## src/rtl/maj_chain_serial_if.sv

```systemverilog
// Request/result handshake bundle for maj_chain_serial.
// The master drives requests and accepts results; the slave is the chain block.
interface maj_chain_serial_if #(
  parameter int WIDTH = 16
);
  logic             in_valid;
  logic             in_ready;
  logic [WIDTH-1:0] a;
  logic [WIDTH-1:0] b;
  logic             cin;
  logic             tap;
  logic             mode;
  logic             flush;
  logic             out_valid;
  logic             out_ready;
  logic             carry;
  logic [WIDTH-1:0] carry_vec;
  logic             result;

  modport master (
    output in_valid, a, b, cin, tap, mode, flush, out_ready,
    input  in_ready, out_valid, carry, carry_vec, result
  );

  modport slave (
    input  in_valid, a, b, cin, tap, mode, flush, out_ready,
    output in_ready, out_valid, carry, carry_vec, result
  );
endinterface

```

## src/rtl/maj_chain_serial.sv

```systemverilog
// Serial majority-gate carry chain: BITS_PER_CYCLE ripple stages per clock,
// LSB first, behind valid/ready request and result ports.
module maj_chain_serial #(
  parameter int WIDTH          = 16,
  parameter int BITS_PER_CYCLE = 1
) (
  input logic               clk,
  input logic               rst_n,
  maj_chain_serial_if.slave bus
);
  localparam int STEPS  = WIDTH / BITS_PER_CYCLE;
  localparam int CNT_W  = (STEPS > 1) ? $clog2(STEPS) : 1;
  localparam int BASE_W = $clog2(WIDTH);

  localparam logic [1:0] IDLE = 2'd0;
  localparam logic [1:0] RUN  = 2'd1;
  localparam logic [1:0] DONE = 2'd2;

  logic [1:0]       state_q, state_d;
  logic [CNT_W-1:0] cnt_q, cnt_d;
  logic [WIDTH-1:0] a_q, a_d;
  logic [WIDTH-1:0] b_q, b_d;
  logic [WIDTH-1:0] cvec_q, cvec_d;
  logic             c_q, c_d;
  logic             tap_q, tap_d;
  logic             carry_q, carry_d;
  logic             result_q, result_d;

  logic [BASE_W-1:0]         base;
  logic [BITS_PER_CYCLE-1:0] a_slice;
  logic [BITS_PER_CYCLE-1:0] b_slice;
  logic [BITS_PER_CYCLE:0]   chain;

  assign base    = BASE_W'(cnt_q) * BASE_W'(BITS_PER_CYCLE);
  assign a_slice = a_q[base +: BITS_PER_CYCLE];
  assign b_slice = b_q[base +: BITS_PER_CYCLE];

  // Evaluated in one procedural pass so the ripple through this cycle's stages
  // is an ordered chain rather than a self-referencing vector.
  always_comb begin
    chain    = '0;
    chain[0] = c_q;
    for (int i = 0; i < BITS_PER_CYCLE; i++) begin
      chain[i+1] = (chain[i] & a_slice[i]) | (chain[i] & b_slice[i]) |
                   (a_slice[i] & b_slice[i]);
    end
  end

  always_comb begin
    state_d  = state_q;
    cnt_d    = cnt_q;
    a_d      = a_q;
    b_d      = b_q;
    cvec_d   = cvec_q;
    c_d      = c_q;
    tap_d    = tap_q;
    carry_d  = carry_q;
    result_d = result_q;
    case (state_q)
      IDLE: begin
        if (bus.in_valid) begin
          state_d = RUN;
          cnt_d   = '0;
          a_d     = bus.a;
          b_d     = bus.mode ? ~bus.b : bus.b;
          c_d     = bus.mode ? 1'b1 : bus.cin;
          tap_d   = bus.tap;
          cvec_d  = '0;
        end
      end
      RUN: begin
        if (bus.flush) begin
          state_d = IDLE;
          carry_d = 1'b0;
          cvec_d  = '0;
        end else begin
          cvec_d[base +: BITS_PER_CYCLE] = chain[BITS_PER_CYCLE:1];
          c_d   = chain[BITS_PER_CYCLE];
          cnt_d = cnt_q + CNT_W'(1);
          if (cnt_q == CNT_W'(STEPS - 1)) begin
            state_d  = DONE;
            carry_d  = chain[BITS_PER_CYCLE];
            result_d = ~(tap_q ^ chain[BITS_PER_CYCLE]);
          end
        end
      end
      DONE: begin
        if (bus.flush) begin
          state_d = IDLE;
          carry_d = 1'b0;
          cvec_d  = '0;
        end else if (bus.out_ready) begin
          state_d = IDLE;
        end
      end
      default: state_d = IDLE;
    endcase
  end

  always_ff @(posedge clk or negedge rst_n) begin
    if (!rst_n) begin
      state_q  <= IDLE;
      cnt_q    <= '0;
      a_q      <= '0;
      b_q      <= '0;
      cvec_q   <= '0;
      c_q      <= 1'b0;
      tap_q    <= 1'b0;
      carry_q  <= 1'b0;
      result_q <= 1'b0;
    end else begin
      state_q  <= state_d;
      cnt_q    <= cnt_d;
      a_q      <= a_d;
      b_q      <= b_d;
      cvec_q   <= cvec_d;
      c_q      <= c_d;
      tap_q    <= tap_d;
      carry_q  <= carry_d;
      result_q <= result_d;
    end
  end

  assign bus.in_ready  = (state_q == IDLE);
  assign bus.out_valid = (state_q == DONE);
  assign bus.carry     = carry_q;
  assign bus.carry_vec = cvec_q;
  assign bus.result    = result_q;
endmodule

```

## src/flat_wrapper.sv

```systemverilog
// flat-port wrapper written by rule: the top's interface ports become plain ports
module maj_chain_serial_flat 
#(
  parameter int WIDTH          = 16,
  parameter int BITS_PER_CYCLE = 1
)
  (clk, rst_n, bus_in_valid, bus_a, bus_b, bus_cin, bus_tap, bus_mode, bus_flush, bus_out_ready, bus_in_ready, bus_out_valid, bus_carry, bus_carry_vec, bus_result);
  maj_chain_serial_if #(.WIDTH(WIDTH)) bus_i ();
  input logic clk;
  input logic rst_n;
  input wire logic [$bits(bus_i.in_valid)-1:0] bus_in_valid;
  input wire logic [$bits(bus_i.a)-1:0] bus_a;
  input wire logic [$bits(bus_i.b)-1:0] bus_b;
  input wire logic [$bits(bus_i.cin)-1:0] bus_cin;
  input wire logic [$bits(bus_i.tap)-1:0] bus_tap;
  input wire logic [$bits(bus_i.mode)-1:0] bus_mode;
  input wire logic [$bits(bus_i.flush)-1:0] bus_flush;
  input wire logic [$bits(bus_i.out_ready)-1:0] bus_out_ready;
  output wire logic [$bits(bus_i.in_ready)-1:0] bus_in_ready;
  output wire logic [$bits(bus_i.out_valid)-1:0] bus_out_valid;
  output wire logic [$bits(bus_i.carry)-1:0] bus_carry;
  output wire logic [$bits(bus_i.carry_vec)-1:0] bus_carry_vec;
  output wire logic [$bits(bus_i.result)-1:0] bus_result;
  assign bus_i.in_valid = bus_in_valid;
  assign bus_i.a = bus_a;
  assign bus_i.b = bus_b;
  assign bus_i.cin = bus_cin;
  assign bus_i.tap = bus_tap;
  assign bus_i.mode = bus_mode;
  assign bus_i.flush = bus_flush;
  assign bus_i.out_ready = bus_out_ready;
  assign bus_in_ready = bus_i.in_ready;
  assign bus_out_valid = bus_i.out_valid;
  assign bus_carry = bus_i.carry;
  assign bus_carry_vec = bus_i.carry_vec;
  assign bus_result = bus_i.result;
  maj_chain_serial #(.WIDTH(WIDTH), .BITS_PER_CYCLE(BITS_PER_CYCLE)) u_core (.clk(clk), .rst_n(rst_n), .bus(bus_i));
endmodule
```

## config.mk

```make
export PLATFORM = sky130hd
export DESIGN_NAME = maj_chain_serial_flat
export DESIGN_NICKNAME = d
export VERILOG_FILES = /design/src/rtl/maj_chain_serial_if.sv /design/src/rtl/maj_chain_serial.sv /design/src/flat_wrapper.sv
export SDC_FILE = /design/constraint.sdc
export NUM_CORES = 1
export LEC_CHECK = 0
export BUFFER_PORTS_ARGS = -buffer_cell sky130_fd_sc_hd__buf_2
export CORE_UTILIZATION = 55
export CTS_CLUSTER_SIZE = 20
export DETAILED_ROUTE_END_ITERATION = 8
export PLACE_DENSITY = 0.82
export SLEW_MARGIN = 10
export SYNTH_ARGS = -nofsm -noshare
export SYNTH_HDL_FRONTEND = slang
export SYNTH_SLANG_ARGS = --single-unit
```

## constraint.sdc

```tcl
create_clock -name clk -period 2.5 [get_ports clk]
set_input_delay 0.5 -clock clk [delete_from_list [all_inputs] [get_ports clk]]
set_output_delay 0.5 -clock clk [all_outputs]
set_load 0.01 [all_outputs]
```

Word level (Yosys, flattened, before mapping) --
Index checks and enable logic that the tools add are counted.
Storage, ports and cells: output and inout bits 20, flip-flop bits (word level) 58, word-level logic and storage cells 65
Cells by class: mux-type cells 23, add/sub/neg operators 2, shift-type cells 4, equality and inequality tests 8, reductions and logical operators 10, bitwise logic cells 9
Operators by type and width (count):
- 2-to-1 mux 16 bit | 4
- one-hot mux 16 bit (3 select lines) | 1
- variable part select 16 x 5 -> 1 bit | 2
- bitwise mux 16 bit | 1
- NOT 16 bit | 1
- variable shift 1 x 6 -> 16 bit, first input constant | 1
- variable part select 1 x 6 -> 16 bit | 1
- AND reduction 3 bit | 5
- 2-to-1 mux 2 bit | 5
- 2-to-1 mux 4 bit | 2
- one-hot mux 4 bit (2 select lines) | 1
- 2-to-1 mux 1 bit | 6
- inequality test 2 bit, second input constant | 3
- negator 4 -> 6 bit | 1
- one-hot mux 2 bit (3 select lines) | 1
- adder 4 x 1 -> 4 bit, second input constant | 1
- equality test 4 bit, second input constant | 1
- one-hot mux 1 bit (2 select lines) | 2
- nonzero test 2 bit | 2
- AND 1 bit | 3
- inequality test 3 x 2 -> 1 bit, second input constant | 1
- inequality test 3 bit, second input constant | 1
- nonzero test 3 bit | 1
- equality test 2 x 1 -> 1 bit, second input constant | 1
- other kinds (6) | 8

Depth between registers and ports, before layout --
Gate-level depths: netlist (run 1).
depth in word-level cells 8, depth in mapped cells 10, gate-level depth less buffers 8

Worst setup path before layout (run 1) --
No wires, ideal clock.
kind register to register, from register u_core.cnt_q[1], to register u_core.cvec_q[7], in the netlist u_core.bus.carry_vec[7], setup slack 0.323 ns, arrival 2.100 ns, stages on the path, launching flop included 8, setup time 0.077 ns, data required time 2.423 ns, period minus slack after synthesis 2.177 ns, cells stage by stage dfrtp_1 -> buf_6 -> mux2i_1 -> mux4_2 -> a211oi_2 -> a21oi_2 -> or4b_4 -> o21ai_1
Between the ends: word-level cells in the longest chain between the ends 8, elaborated cells on any way between the ends 13, those cells by class add/sub (1); shift (4); mux (3); bitwise (5)
RTL lines:
- start: declaration | line maj_chain_serial.sv:20 | logic [CNT_W-1:0] cnt_q, cnt_d;
- start signal: assignment | line maj_chain_serial.sv:113 | cnt_q <= cnt_d;
- variable part select 16 x 5 -> 1 bit, on equally long branches | line maj_chain_serial.sv:35, maj_chain_serial.sv:36
- AND 1 bit | line maj_chain_serial.sv:44 | chain[i+1] = (chain[i] & a_slice[i]) | (chain[i] & b_slice[i]) |
- OR 1 bit (2 in series) | line maj_chain_serial.sv:44
- variable part select 1 x 6 -> 16 bit | line maj_chain_serial.sv:77 | cvec_d[base +: BITS_PER_CYCLE] = chain[BITS_PER_CYCLE:1];
- bitwise mux 16 bit * | line maj_chain_serial.sv:77
- 2-to-1 mux 16 bit * | line maj_chain_serial.sv:72 | if (bus.flush) begin
- one-hot mux 16 bit (3 select lines) * | line maj_chain_serial.sv:59 | case (state_q)
- end signal: assignment | line maj_chain_serial.sv:116 | cvec_q <= cvec_d;
- end: declaration | line maj_chain_serial.sv:23 | logic [WIDTH-1:0] cvec_q, cvec_d;
Mark *: on every way between the ends. The rest lies on a longest branch, timed or not. A chain may end at the register's enable or synchronous reset.

Worst setup path in the final report (run 1) --
from register u_core.cnt_q[1], to register u_core.cvec_q[0], in the netlist u_core.bus.carry_vec[0]
Same word-level chain as after synthesis.

==> metrics.txt, run 1 <==
# TYPE chip_impl_metric gauge
chip_impl_info{name="run_status",value="complete, no violations"} 1
chip_impl_info{name="synth.largest_area_cell",value="dfrtp_1"} 1
chip_impl_metric{name="fin_worst_skew",unit="ns"} 0.00619
chip_impl_metric{name="final_hold_vios",unit=""} 0
chip_impl_info{name="cts_tree",value="yes"} 1
chip_impl_metric{name="seq_power_share",unit=""} 0.444
chip_impl_metric{name="grt_util_met1",unit=""} 0.315
chip_impl_metric{name="edff_count_synth",unit=""} 0
chip_impl_metric{name="drive_gt1_frac",unit=""} 0.321
chip_impl_info{name="r2r_start",value="u_core.cnt_q[1]$_DFFE_PN0P_"} 1
chip_impl_metric{name="maxCapViolCount",unit=""} 0
chip_impl_metric{name="layout-area-overhead-vs-synth",unit="%"} 17.8
chip_impl_metric{name="rows",unit=""} 26
chip_impl_metric{name="grt_start_max_net_pins",unit=""} 57
chip_impl_metric{name="place_area",unit="sq mm"} 0.00340
chip_impl_metric{name="fin_worst_hold_slack",unit="ns"} 0.392
chip_impl_metric{name="clock_power_share",unit=""} 0.280
chip_impl_info{name="critical_path.startpoint_type",value="flop"} 1
chip_impl_metric{name="start_util",unit=""} 0.584
chip_impl_metric{name="routabilityCongestion",unit=""} 0.837
chip_impl_metric{name="pin_count",unit=""} 60
chip_impl_metric{name="dp_hpwl",unit="mm"} 4.57
chip_impl_metric{name="fmaxAchievable",unit="MHz"} 433
chip_impl_metric{name="syn_area_per_cell",unit="sq um"} 10.3
chip_impl_metric{name="post_drt_via_cell_ratio",unit=""} 5.65
chip_impl_metric{name="post-cts-setup-buffers",unit=""} 0
chip_impl_metric{name="drt-pass1-iter-count",unit=""} 4
chip_impl_metric{name="drtIter0Drc",unit=""} 213
chip_impl_info{name="timing.hold.worst.class",value="in -> reg"} 1
chip_impl_metric{name="postLayoutCellArea",unit="sq mm"} 0.00358
chip_impl_info{name="rsz0062_at_grt",value="no"} 1
chip_impl_metric{name="internal-power",unit="W"} 0.00182
chip_impl_info{name="worstSetupPathType",value="reg -> reg"} 1
chip_impl_info{name="timing.critical_path.to_type",value="flop"} 1
chip_impl_metric{name="asyncSetResetFlopFracSynth",unit=""} 1.00
chip_impl_metric{name="diodes",unit=""} 0
chip_impl_metric{name="p_comb_frac",unit=""} 0.276
chip_impl_metric{name="die_h",unit="microns"} 76.3
chip_impl_info{name="synthFlopType",value="dfrtp_1"} 1
chip_impl_metric{name="synth_simple_gate_area_share",unit=""} 0.0967
chip_impl_metric{name="route.final.wire_length",unit="mm"} 6.48
chip_impl_metric{name="grt_pass1_vias",unit=""} 2327
chip_impl_metric{name="post_layout_utilization_of_the_core",unit=""} 0.688
chip_impl_metric{name="hold_path_depth",unit=""} 2
chip_impl_info{name="synth.area.top_cells",value="dfrtp_1 (48%), mux2_2 (6.7%), a21oi_1 (5.4%)"} 1
chip_impl_metric{name="synth_compound_area_frac",unit=""} 0.168
chip_impl_metric{name="tightestPinTransition",unit="ns"} 0.706
chip_impl_metric{name="total_number_of_vias",unit=""} 2417
chip_impl_metric{name="syn-instance-count",unit=""} 294
chip_impl_metric{name="power_switching",unit="W"} 0.000865
chip_impl_metric{name="swShare",unit=""} 0.323
chip_impl_metric{name="cts_inserted_buffers",unit=""} 9
chip_impl_metric{name="die_width",unit="microns"} 76.3
chip_impl_metric{name="synth.lib_cells_used.distinct",unit=""} 40
chip_impl_metric{name="grt_overflow",unit=""} 0
chip_impl_metric{name="worstPathArrival",unit="ns"} 2.52
chip_impl_metric{name="gr-usage-met2",unit=""} 0.393
chip_impl_info{name="grt-busiest-layer",value="met2"} 1
chip_impl_metric{name="clkSlewWorstSetupHoldPaths",unit="ns"} 0.07
chip_impl_info{name="worst_hold_startpoint",value="bus_a[10]"} 1
chip_impl_metric{name="nets",unit=""} 397
chip_impl_metric{name="p_per_area",unit="mW/mm^2"} 749
chip_impl_metric{name="floorplan.die_area",unit="sq mm"} 0.00583
chip_impl_metric{name="static-leakage-power",unit="nW"} 1.60
chip_impl_metric{name="post-synth-top-area-fraction",unit=""} 0.478
chip_impl_metric{name="globalRouteTotalUtil",unit=""} 0.241
chip_impl_metric{name="synth_adder_area_share",unit=""} 0.0165
chip_impl_metric{name="core",unit="sq mm"} 0.00520
chip_impl_info{name="post-synth-top-count-cell",value="dfrtp_1"} 1
chip_impl_metric{name="use_met3",unit=""} 0.0419
chip_impl_metric{name="final_layout_setup_total_negative_slack",unit="ns"} 0
chip_impl_metric{name="final-setup-viol-count",unit=""} 0
chip_impl_metric{name="clock_tree.htree_level_count",unit=""} 3
chip_impl_metric{name="slew_viol_final",unit=""} 0
chip_impl_metric{name="synth-seq-area-share",unit=""} 0.478
chip_impl_metric{name="yosys_register_bits",unit=""} 58
chip_impl_metric{name="crit_fanout",unit=""} 14
chip_impl_metric{name="yosysWarningCount",unit=""} 0
chip_impl_metric{name="post_synth_instance_area",unit="sq mm"} 0.00304
chip_impl_metric{name="min_period_over_period",unit=""} 0.923
chip_impl_metric{name="detail_route.drc_violations",unit=""} 0
chip_impl_metric{name="yosys-mux-area-fraction",unit=""} 0.145
chip_impl_metric{name="synth_xor_xnor_area_share",unit=""} 0.0605
chip_impl_info{name="main_combinational_cell_family_by_area_after_synthesis",value="compound AO/OA/AOI/OAI gates"} 1
chip_impl_metric{name="cts.sinks",unit=""} 58
chip_impl_metric{name="grt_antenna_before_repair",unit=""} 0
chip_impl_metric{name="clock_insertion_delay_worst_skew",unit="ns"} 0.34
chip_impl_metric{name="r2r_cells",unit=""} 7
chip_impl_metric{name="final_antenna_net_count",unit=""} 0
chip_impl_info{name="cts.root.buffer_cell",value="clkbuf_8"} 1
chip_impl_metric{name="route.detailed.wl_per_inst",unit="microns"} 15.1
chip_impl_metric{name="portBuffers",unit=""} 59
chip_impl_info{name="worstSetupStartpoint",value="u_core.cnt_q[1]$_DFFE_PN0P_"} 1
chip_impl_metric{name="timing.slew.headroom",unit=""} 0.529
chip_impl_metric{name="synth_fp_nets",unit=""} 338
chip_impl_info{name="synth_commonest_cells",value="dfrtp_1 (58), a21oi_1 (33), nor2_1 (30)"} 1
chip_impl_metric{name="period_minus_slack",unit="ns"} 2.31
chip_impl_metric{name="grt_first_pass_wirelength",unit="mm"} 10.9
chip_impl_metric{name="clockBufferDepth",unit=""} 2
chip_impl_metric{name="irDropWorstVdd",unit="V"} 0.000444
chip_impl_metric{name="critPathRequiredTime",unit="ns"} 2.71
==> state kept, by name, indices dropped and copies added, names as in the netlist <==
name and cells:
u_core.a_q 16, u_core.bus.carry 1, u_core.tap_q 1, u_core.bus.carry_vec 16, u_core.cnt_q 4, u_core.b_q 16
u_core.c_q 1, u_core.bus.result 1, u_core.state_q 2
==> cell usage in the layout, fill, tap and decap left out, drive strengths merged, types with 6 or more instances in the layout <==
| cell | n |
|---|---|
| clkbuf | 11 |
| xnor2 | 18 |
| buf | 67 |
| mux2i | 8 |
| a21oi | 34 |
| dfrtp | 58 |
| o22ai | 6 |
| mux4 | 7 |
| nand2 | 12 |
| mux2 | 18 |
| nor2 | 30 |
| o21ai | 33 |
==> final cells by class <==
type | instances | area (sq um)
multi-input combinational | 210 | 1480
sequential | 58 | 1450
fill | 421 | 1630
timing repair buffer | 68 | 365
clock buffer | 11 | 141
tap | 70 | 87.6
inverter | 6 | 22.5
clock inverter | 5 | 30.0
==> metrics by stage <==
| step | instances | setup slack [ns] | total power [W] |
|---|---|---|---|
| final | 428 | 0.192 | 0.00268 |
| after global routing | 428 | 0.0483 | 0.00283 |
| after CTS | 428 | 0.0720 | 0.00269 |
| after detailed placement | 411 | 0.0796 | 0.00193 |
| after global placement | 411 | 0.151 | 0.00190 |
| after floorplan | 294 | 0.323 | 0.00173 |
==> worst paths after layout <==
path / to / slack [ns]
min reg2reg: u_core.bus.result$_DFFE_PN0P_ / 0.48
max reg2reg: u_core.bus.carry_vec[0]$_DFFE_PN0P_ / 0.19
max: u_core.bus.carry_vec[0]$_DFFE_PN0P_ / 0.19
min in group asynchronous: u_core.a_q[3]$_DFFE_PN0P_ / 0.48
min: u_core.a_q[10]$_DFFE_PN0P_ / 0.39
max in group asynchronous: u_core.cnt_q[1]$_DFFE_PN0P_ / 1.12
==> repair_timing <==
action	CTS	global route
hold buffers	1	0
endpoints found under the setup margin	0	11
hold endpoints to repair	2	0
gates resized for setup	0	1
==> logic make-up (layout without fill, tap and decap cells) <==
| logic type | after synthesis | after routing |
|---|---|---|
| AND/OR/NAND/NOR | 63 | 63 |
| buffers and inverters | 26 | 90 |
| adder cells (fa/ha/maj) | 4 | 4 |
| XOR/XNOR | 21 | 21 |
| flip-flops | 58 | 58 |
| AO/OA/AOI/OAI | 89 | 89 |
| multiplexers | 33 | 33 |
==> power groups by stage <==
stage                     registers, W  logic (W)  clock network (W)
final                          0.00119   0.000739           0.000751
after global routing           0.00121   0.000817           0.000807
after CTS                      0.00119   0.000740           0.000762
after detailed placement       0.00120   0.000731                  0
after global placement         0.00119   0.000708                  0
after floorplan                0.00115   0.000579                  0
==> worst max-delay path, stage by stage, from the launching register on <==
cell and delay, ns:
dfrtp_2 0.48, buf_4 0.26, mux4_2 0.51, mux2i_1 0.15, mux2i_1 0.10, a21oi_2 0.31, nand2b_1 0.24, o22ai_1 0.11
==> routing by layer <==
metal / part of all wire / wire (microns)
met1: 0.43 / 2810
met2: 0.50 / 3230
met3: 0.048 / 308
met4: 0.021 / 136
met5: 0 / 0
(Power assumes the default switching activity.)
==> inputs of run 2 (changes only) <==
--- a/config.mk
+++ b/config.mk
@@ -9,6 +9,7 @@
 export CORE_UTILIZATION = 55
 export CTS_CLUSTER_SIZE = 20
 export DETAILED_ROUTE_END_ITERATION = 8
+export MAX_ROUTING_LAYER = met4
 export PLACE_DENSITY = 0.82
 export SLEW_MARGIN = 10
 export SYNTH_ARGS = -nofsm -noshare
==> run 2 against run 1 <==
Net effect:
- cell area is the same
- die area is the same
- hold slack gained 0.0020 ns
- via count grew 0.29%
- critical endpoint unchanged
- largest cell class unchanged
- largest power group unchanged
==> metrics.txt, run 2 (synthesis gave the netlist of run 1 again) <==
# TYPE chip_impl_metric gauge
chip_impl_metric{name="critPathRequiredTime",unit="ns"} 2.71
chip_impl_metric{name="diodes",unit=""} 0
chip_impl_info{name="worst_hold_startpoint",value="bus_a[6]"} 1
chip_impl_metric{name="cts.sinks",unit=""} 58
chip_impl_metric{name="clockBufferDepth",unit=""} 2
chip_impl_metric{name="portBuffers",unit=""} 59
chip_impl_info{name="timing.hold.worst.class",value="in -> reg"} 1
chip_impl_metric{name="route.detailed.wl_per_inst",unit="microns"} 15.1
chip_impl_metric{name="die_width",unit="microns"} 76.3
chip_impl_metric{name="p_per_area",unit="mW/mm^2"} 749
chip_impl_metric{name="dp_hpwl",unit="mm"} 4.57
chip_impl_metric{name="die_h",unit="microns"} 76.3
chip_impl_metric{name="clock_insertion_delay_worst_skew",unit="ns"} 0.34
chip_impl_metric{name="final_hold_vios",unit=""} 0
chip_impl_metric{name="slew_viol_final",unit=""} 0
chip_impl_metric{name="grt_start_max_net_pins",unit=""} 57
chip_impl_metric{name="reg2reg_setup_slack",unit="ns"} 0.20
chip_impl_metric{name="clkSlewWorstSetupHoldPaths",unit="ns"} 0.07
chip_impl_metric{name="detail_route.drc_violations",unit=""} 0
chip_impl_metric{name="irDropWorstVdd",unit="V"} 0.000442
chip_impl_metric{name="final-setup-viol-count",unit=""} 0
chip_impl_info{name="rsz0062_at_grt",value="no"} 1
chip_impl_metric{name="grt_pass1_vias",unit=""} 2325
chip_impl_metric{name="routabilityCongestion",unit=""} 0.850
chip_impl_metric{name="layout-area-overhead-vs-synth",unit="%"} 17.8
chip_impl_info{name="final_common_cell",value="buf_2"} 1
chip_impl_metric{name="drtIter0Drc",unit=""} 203
chip_impl_metric{name="r2r_cells",unit=""} 7
chip_impl_metric{name="core",unit="sq mm"} 0.00520
chip_impl_info{name="worstSetupPathType",value="reg -> reg"} 1
chip_impl_metric{name="pin_count",unit=""} 60
chip_impl_metric{name="fmaxAchievable",unit="MHz"} 434
chip_impl_metric{name="maxCapViolCount",unit=""} 0
chip_impl_metric{name="drive_gt1_frac",unit=""} 0.321
chip_impl_metric{name="drt-pass1-iter-count",unit=""} 4
chip_impl_metric{name="route.final.wire_length",unit="mm"} 6.47
chip_impl_metric{name="clock_tree.htree_level_count",unit=""} 3
chip_impl_metric{name="crit_fanout",unit=""} 14
chip_impl_info{name="cts.root.buffer_cell",value="clkbuf_8"} 1
chip_impl_metric{name="nets",unit=""} 397
chip_impl_metric{name="final_antenna_net_count",unit=""} 0
chip_impl_info{name="final_cell_mix",value="buf_2 (59), dfrtp_1 (57), a21oi_1 (33)"} 1
chip_impl_metric{name="grt_overflow",unit=""} 0
chip_impl_info{name="timing.critical_path.to_type",value="flop"} 1
chip_impl_metric{name="total_number_of_vias",unit=""} 2424
chip_impl_metric{name="static-leakage-power",unit="nW"} 1.60
chip_impl_info{name="rr_endpoint",value="u_core.bus.carry_vec[0]$_DFFE_PN0P_"} 1
chip_impl_metric{name="final_layout_setup_total_negative_slack",unit="ns"} 0
chip_impl_metric{name="start_util",unit=""} 0.584
chip_impl_metric{name="timing.slew.headroom",unit=""} 0.510
chip_impl_info{name="critical_path.startpoint_type",value="flop"} 1
chip_impl_info{name="cts_tree",value="yes"} 1
chip_impl_info{name="min_delay_worst_endpoint",value="u_core.a_q[6]$_DFFE_PN0P_"} 1
chip_impl_metric{name="fin_worst_skew",unit="ns"} 0.00493
chip_impl_metric{name="min_period_over_period",unit=""} 0.922
chip_impl_metric{name="tightestPinTransition",unit="ns"} 0.734
chip_impl_metric{name="period_minus_slack",unit="ns"} 2.30
chip_impl_metric{name="globalRouteTotalUtil",unit=""} 0.248
chip_impl_metric{name="grt_antenna_before_repair",unit=""} 0
chip_impl_metric{name="hold_path_depth",unit=""} 2
chip_impl_metric{name="post-layout-total-power",unit="W"} 0.00268
chip_impl_metric{name="rows",unit=""} 26
chip_impl_info{name="run_status",value="complete, no violations"} 1
chip_impl_metric{name="post_drt_via_cell_ratio",unit=""} 5.66
chip_impl_metric{name="floorplan.die_area",unit="sq mm"} 0.00583
chip_impl_metric{name="worstPathArrival",unit="ns"} 2.51
chip_impl_info{name="r2r_start",value="u_core.cnt_q[1]$_DFFE_PN0P_"} 1
chip_impl_metric{name="grt_first_pass_wirelength",unit="mm"} 10.9
chip_impl_metric{name="cts_inserted_buffers",unit=""} 9
[run 2: report_power, final]
part / switching [W] / internal [W] / leakage [nW] / total, W
Clock: 0.000372 / 0.000381 / 0.0851 / 0.000753
Combinational: 0.000387 / 0.000352 / 0.805 / 0.000738
Sequential: 0.000107 / 0.00108 / 0.715 / 0.00119
Total: 0.000866 / 0.00182 / 1.60 / 0.00268
[run 2: area by class of cell]
| cell class | instances | area, sq um |
|---|---|---|
| well taps | 70 | 87.6 |
| multi-input cells | 210 | 1480 |
| inverters | 6 | 22.5 |
| repair buffers | 68 | 365 |
| clock inverters | 5 | 30.0 |
| fillers | 421 | 1630 |
| clock buffers | 11 | 141 |
| flip-flops and latches | 58 | 1450 |
[run 2: timing repair]
action | 4_1_cts | 5_1_grt
resized for setup | 0 | 1
endpoints found under the setup margin | 0 | 11
buffers inserted | 0 | 0
endpoints found under the hold margin | 2 | 0
hold buffers | 1 | 0
[run 2: per-layer routing]
metal | track usage | wire [microns] | up-vias
met5 | - | 0 | -
met4 | 0.108 | 163 | 0
met3 | 0.0419 | 282 | 16
met2 | 0.395 | 3210 | 81
met1 | 0.313 | 2820 | 1167
li1 | - | - | 1160
[run 2: worst max-delay path by stage]
stage                           startpoint                                  end  cells after the start
2_1_floorplan  u_core.cnt_q[1]$_DFFE_PN0P_  u_core.bus.carry_vec[7]$_DFFE_PN0P_                      7
3_3_place_gp   u_core.cnt_q[1]$_DFFE_PN0P_  u_core.bus.carry_vec[4]$_DFFE_PN0P_                      7
3_5_place_dp   u_core.cnt_q[1]$_DFFE_PN0P_  u_core.bus.carry_vec[5]$_DFFE_PN0P_                      7
4_1_cts        u_core.cnt_q[1]$_DFFE_PN0P_  u_core.bus.carry_vec[0]$_DFFE_PN0P_                      7
5_1_grt        u_core.cnt_q[1]$_DFFE_PN0P_  u_core.bus.carry_vec[0]$_DFFE_PN0P_                      7
6_report       u_core.cnt_q[1]$_DFFE_PN0P_  u_core.bus.carry_vec[0]$_DFFE_PN0P_                      7
[run 2: stage by stage]
| step | area, sq um | utilization | hold WS, ns | instances | setup WS (ns) |
|---|---|---|---|---|---|
| global route | 3580 | 0.688 | 0.382 | 428 | 0.0484 |
| global placement | 3400 | 0.653 | 0.295 | 411 | 0.151 |
| floorplan | 3040 | - | 0.204 | 294 | 0.323 |
| CTS | 3580 | 0.688 | 0.382 | 428 | 0.0720 |
| detailed placement | 3400 | 0.653 | 0.296 | 411 | 0.0796 |
| finish | 3580 | 0.688 | 0.394 | 428 | 0.196 |
[run 2: worst max-delay path, stage by stage (launching register included)]
cell,delay [ns]
dfrtp_2,0.48
buf_4,0.26
mux4_2,0.51
mux2i_1,0.15
mux2i_1,0.10
a21oi_2,0.31
nand2b_1,0.24
o22ai_1,0.11
==> inputs of run 3 (changes only) <==
--- a/config.mk
+++ b/config.mk
@@ -5,12 +5,13 @@
 export SDC_FILE = /design/constraint.sdc
 export NUM_CORES = 1
 export LEC_CHECK = 0
+export ABC_AREA = 1
 export BUFFER_PORTS_ARGS = -buffer_cell sky130_fd_sc_hd__buf_2
-export CORE_UTILIZATION = 55
+export CORE_UTILIZATION = 56
 export CTS_CLUSTER_SIZE = 20
 export DETAILED_ROUTE_END_ITERATION = 8
 export MAX_ROUTING_LAYER = met4
-export PLACE_DENSITY = 0.82
+export PLACE_DENSITY_LB_ADDON = 0.08
 export SLEW_MARGIN = 10
 export SYNTH_ARGS = -nofsm -noshare
 export SYNTH_HDL_FRONTEND = slang
==> run 3 against run 2 <==
Net effect:
- sequential share of layout area decreased by 1.4 points
- die area increased by 4.5%
- clock power decreased by 2%
- sequential power increased by 17%
- routed wire length increased by 5.8%
- cell area increased by 3.6%
==> metrics.txt, run 3 <==
# TYPE chip_impl_metric gauge
chip_impl_metric{name="crit_fanout",unit=""} 17
chip_impl_metric{name="grt_start_max_net_pins",unit=""} 59
chip_impl_metric{name="final-setup-viol-count",unit=""} 0
chip_impl_metric{name="post_layout_utilization_of_the_core",unit=""} 0.669
chip_impl_metric{name="core",unit="sq mm"} 0.00554
chip_impl_metric{name="final_antenna_net_count",unit=""} 0
chip_impl_metric{name="drt-pass1-iter-count",unit=""} 4
chip_impl_metric{name="cts.sinks",unit=""} 58
chip_impl_metric{name="fin_worst_skew",unit="ns"} 0.00655
chip_impl_metric{name="cts_inserted_buffers",unit=""} 9
chip_impl_metric{name="fmaxAchievable",unit="MHz"} 523
chip_impl_info{name="synth.area.top_cells",value="dfrtp_1 (45%), nand2_1 (11%), o21ai_0 (6.0%)"} 1
chip_impl_metric{name="diodes",unit=""} 0
chip_impl_info{name="slowest_stage",value="dfrtp_1"} 1
chip_impl_metric{name="min_period_over_period",unit=""} 0.765
chip_impl_metric{name="grt_first_pass_wirelength",unit="mm"} 12.0
chip_impl_info{name="cts_tree",value="yes"} 1
chip_impl_info{name="synthFlopType",value="dfrtp_1"} 1
chip_impl_metric{name="static-leakage-power",unit="nW"} 1.85
chip_impl_info{name="cts.root.buffer_cell",value="clkbuf_8"} 1
chip_impl_metric{name="asyncSetResetFlopFracSynth",unit=""} 1.00
chip_impl_metric{name="final_layout_setup_total_negative_slack",unit="ns"} 0
chip_impl_metric{name="synth_fp_nets",unit=""} 456
chip_impl_info{name="critical_path.startpoint_type",value="flop"} 1
chip_impl_info{name="rsz0062_at_grt",value="no"} 1
chip_impl_info{name="crit_chain",value="inv_4 -> ha_1 -> xnor2_4 -> inv_1 -> nor2_2 -> a21oi_1 -> o21a_1 -> o21bai_1"} 1
chip_impl_metric{name="irDropWorstVdd",unit="V"} 0.000687
chip_impl_metric{name="floorplan.die_area",unit="sq mm"} 0.00609
chip_impl_metric{name="critPathRequiredTime",unit="ns"} 2.72
chip_impl_metric{name="total_number_of_vias",unit=""} 2820
chip_impl_metric{name="clkSlewWorstSetupHoldPaths",unit="ns"} 0.06
chip_impl_metric{name="portBuffers",unit=""} 59
chip_impl_metric{name="die_h",unit="microns"} 78.0
chip_impl_metric{name="worstPathArrival",unit="ns"} 2.13
chip_impl_metric{name="start_util",unit=""} 0.584
chip_impl_metric{name="grt_pass1_vias",unit=""} 2603
chip_impl_metric{name="rows",unit=""} 27
chip_impl_info{name="timing.critical_path.to_type",value="flop"} 1
chip_impl_info{name="post-synth-top-count-cell",value="nand2_1"} 1
chip_impl_metric{name="globalRouteTotalUtil",unit=""} 0.261
chip_impl_info{name="worstSetupPathType",value="reg -> reg"} 1
chip_impl_metric{name="route.detailed.wl_per_inst",unit="microns"} 12.6
chip_impl_metric{name="cts.repair.resized",unit=""} 0
chip_impl_metric{name="grt_antenna_before_repair",unit=""} 0
chip_impl_metric{name="post_synth_instance_area",unit="sq mm"} 0.00324
chip_impl_metric{name="fillCellCount",unit=""} 510
chip_impl_metric{name="final_hold_vios",unit=""} 0
chip_impl_info{name="final_cell_mix",value="nand2_1 (95), buf_2 (59), dfrtp_1 (58)"} 1
chip_impl_metric{name="critical_path.max_stage_delay",unit="ns"} 0.41
chip_impl_metric{name="clock_insertion_delay_worst_skew",unit="ns"} 0.33
chip_impl_metric{name="detail_route.drc_violations",unit=""} 0
chip_impl_metric{name="reg2reg_setup_slack",unit="ns"} 0.59
chip_impl_info{name="run_status",value="complete, no violations"} 1
chip_impl_metric{name="dp_hpwl",unit="mm"} 4.74
chip_impl_metric{name="maxCapViolCount",unit=""} 0
chip_impl_metric{name="slew_viol_final",unit=""} 0
chip_impl_info{name="synth.largest_area_cell",value="dfrtp_1"} 1
chip_impl_metric{name="fin_worst_hold_slack",unit="ns"} 0.167
chip_impl_metric{name="edff_count_synth",unit=""} 0
chip_impl_metric{name="syn_area_per_cell",unit="sq um"} 7.86
chip_impl_metric{name="synth_adder_area_share",unit=""} 0.0155
chip_impl_metric{name="synth_simple_gate_area_share",unit=""} 0.235
chip_impl_metric{name="post_drt_via_cell_ratio",unit=""} 5.18
chip_impl_metric{name="syn-instance-count",unit=""} 412
chip_impl_metric{name="yosys-mux-area-fraction",unit=""} 0
chip_impl_metric{name="synth_compound_area_frac",unit=""} 0.148
chip_impl_metric{name="yosys_register_bits",unit=""} 58
chip_impl_metric{name="post-synth-top-area-fraction",unit=""} 0.448
chip_impl_metric{name="grt_overflow",unit=""} 0
chip_impl_metric{name="pin_count",unit=""} 60
chip_impl_metric{name="routabilityCongestion",unit=""} 0.839
chip_impl_metric{name="synth-seq-area-share",unit=""} 0.448
chip_impl_metric{name="drive_gt1_frac",unit=""} 0.199
chip_impl_info{name="timing.hold.worst.class",value="in -> async"} 1
chip_impl_info{name="synth_commonest_cells",value="nand2_1 (95), dfrtp_1 (58), inv_1 (43)"} 1
chip_impl_metric{name="synth.lib_cells_used.distinct",unit=""} 29
chip_impl_metric{name="post-layout-total-power",unit="W"} 0.00386
chip_impl_metric{name="drtIter0Drc",unit=""} 136
chip_impl_metric{name="period_minus_slack",unit="ns"} 1.91
chip_impl_metric{name="timing.slew.headroom",unit=""} 0.441
chip_impl_metric{name="route.final.wire_length",unit="mm"} 6.85
chip_impl_metric{name="tightestPinTransition",unit="ns"} 0.838
chip_impl_metric{name="ctsHoldBuffers",unit=""} 0
chip_impl_metric{name="place_area",unit="sq mm"} 0.00354
chip_impl_metric{name="die_width",unit="microns"} 78.0
chip_impl_metric{name="layout-area-overhead-vs-synth",unit="%"} 14.5
chip_impl_metric{name="post-cts-setup-buffers",unit=""} 0
chip_impl_info{name="main_combinational_cell_family_by_area_after_synthesis",value="simple AND/OR/NAND/NOR gates"} 1
chip_impl_metric{name="p_per_area",unit="mW/mm^2"} 1040
chip_impl_metric{name="synth_xor_xnor_area_share",unit=""} 0.0518
chip_impl_metric{name="clockBufferDepth",unit=""} 2
chip_impl_metric{name="postLayoutCellArea",unit="sq mm"} 0.00371
chip_impl_info{name="final_common_cell",value="nand2_1"} 1
chip_impl_metric{name="yosysWarningCount",unit=""} 0
chip_impl_metric{name="nets",unit=""} 511
chip_impl_metric{name="clock_tree.htree_level_count",unit=""} 3
[run 3: changes by cell type after synthesis, sizes merged, moves of 11 or more]
cell / previous run / this run
nand2: 12 / 99
inv: 5 / 48
nand3: 3 / 30
mux2: 18 / 0
a21oi: 34 / 17
buf: 5 / 16
[run 3: per-stage QoR]
stage | worst slack [ns] | cells
after floorplan | 0.537 | 412
after CTS | 0.602 | 544
after global placement | 0.666 | 528
after detailed placement | 0.603 | 528
after global routing | 0.418 | 544
final | 0.587 | 544
[run 3: worst paths after layout]
kind                       cells after the start                              endpoint                                start
max reg2reg                                    8   u_core.bus.carry_vec[1]$_DFFE_PN0P_          u_core.cnt_q[0]$_DFFE_PN0P_
min in group clk                               3             u_core.a_q[2]$_DFFE_PN0P_                             bus_a[2]
max                                            8   u_core.bus.carry_vec[1]$_DFFE_PN0P_          u_core.cnt_q[0]$_DFFE_PN0P_
min reg2reg                                    2   u_core.bus.carry_vec[0]$_DFFE_PN0P_  u_core.bus.carry_vec[0]$_DFFE_PN0P_
min                                            2  u_core.bus.carry_vec[15]$_DFFE_PN0P_                                rst_n
max in group asynchronous                      2         u_core.state_q[0]$_DFFE_PN0P_                                rst_n
[run 3: critical path, delay by kind of cell (launching register included)]
kind | cells | cell delay (ns)
DFF | 1 | 0.41
and+or+nand+nor | 1 | 0.18
buffers and inverters | 2 | 0.34
adders and majority gates | 1 | 0.28
xor gates and xnor gates | 1 | 0.18
AOI/OAI and AO/OA | 3 | 0.41
[run 3: where the power goes]
part	internal (W)	switching, W
sequential	0.00124	0.000149
clock	0.000382	0.000353
combinational	0.000568	0.00117
[run 3: logic make-up (layout without fill, tap and decap cells)]
group           count (synthesis)  in the layout
buf+inv                        70            130
fa+ha+maj                       4              4
flops                          58             58
compound gates                 85             85
xor+xnor                       17             17
simple gates                  178            178
[run 3: cell type report]
cell class,instances,area (sq um),share of cell area
repair buffers,66,360,0.0972
clock buffers,13,149,0.0401
inverters,48,183,0.0493
well taps,72,90.1,0.0243
flip-flops and latches,58,1450,0.391
clock inverters,3,15.0,0.00405
multi-input cells,284,1460,0.394
[run 3: routing by layer]
layer	vias up	global-route usage	wire, microns
met5	-	-	0
met4	0	0.111	99
met3	8	0.0442	344
met2	76	0.376	3060
met1	1305	0.365	3340
li1	1431	-	-
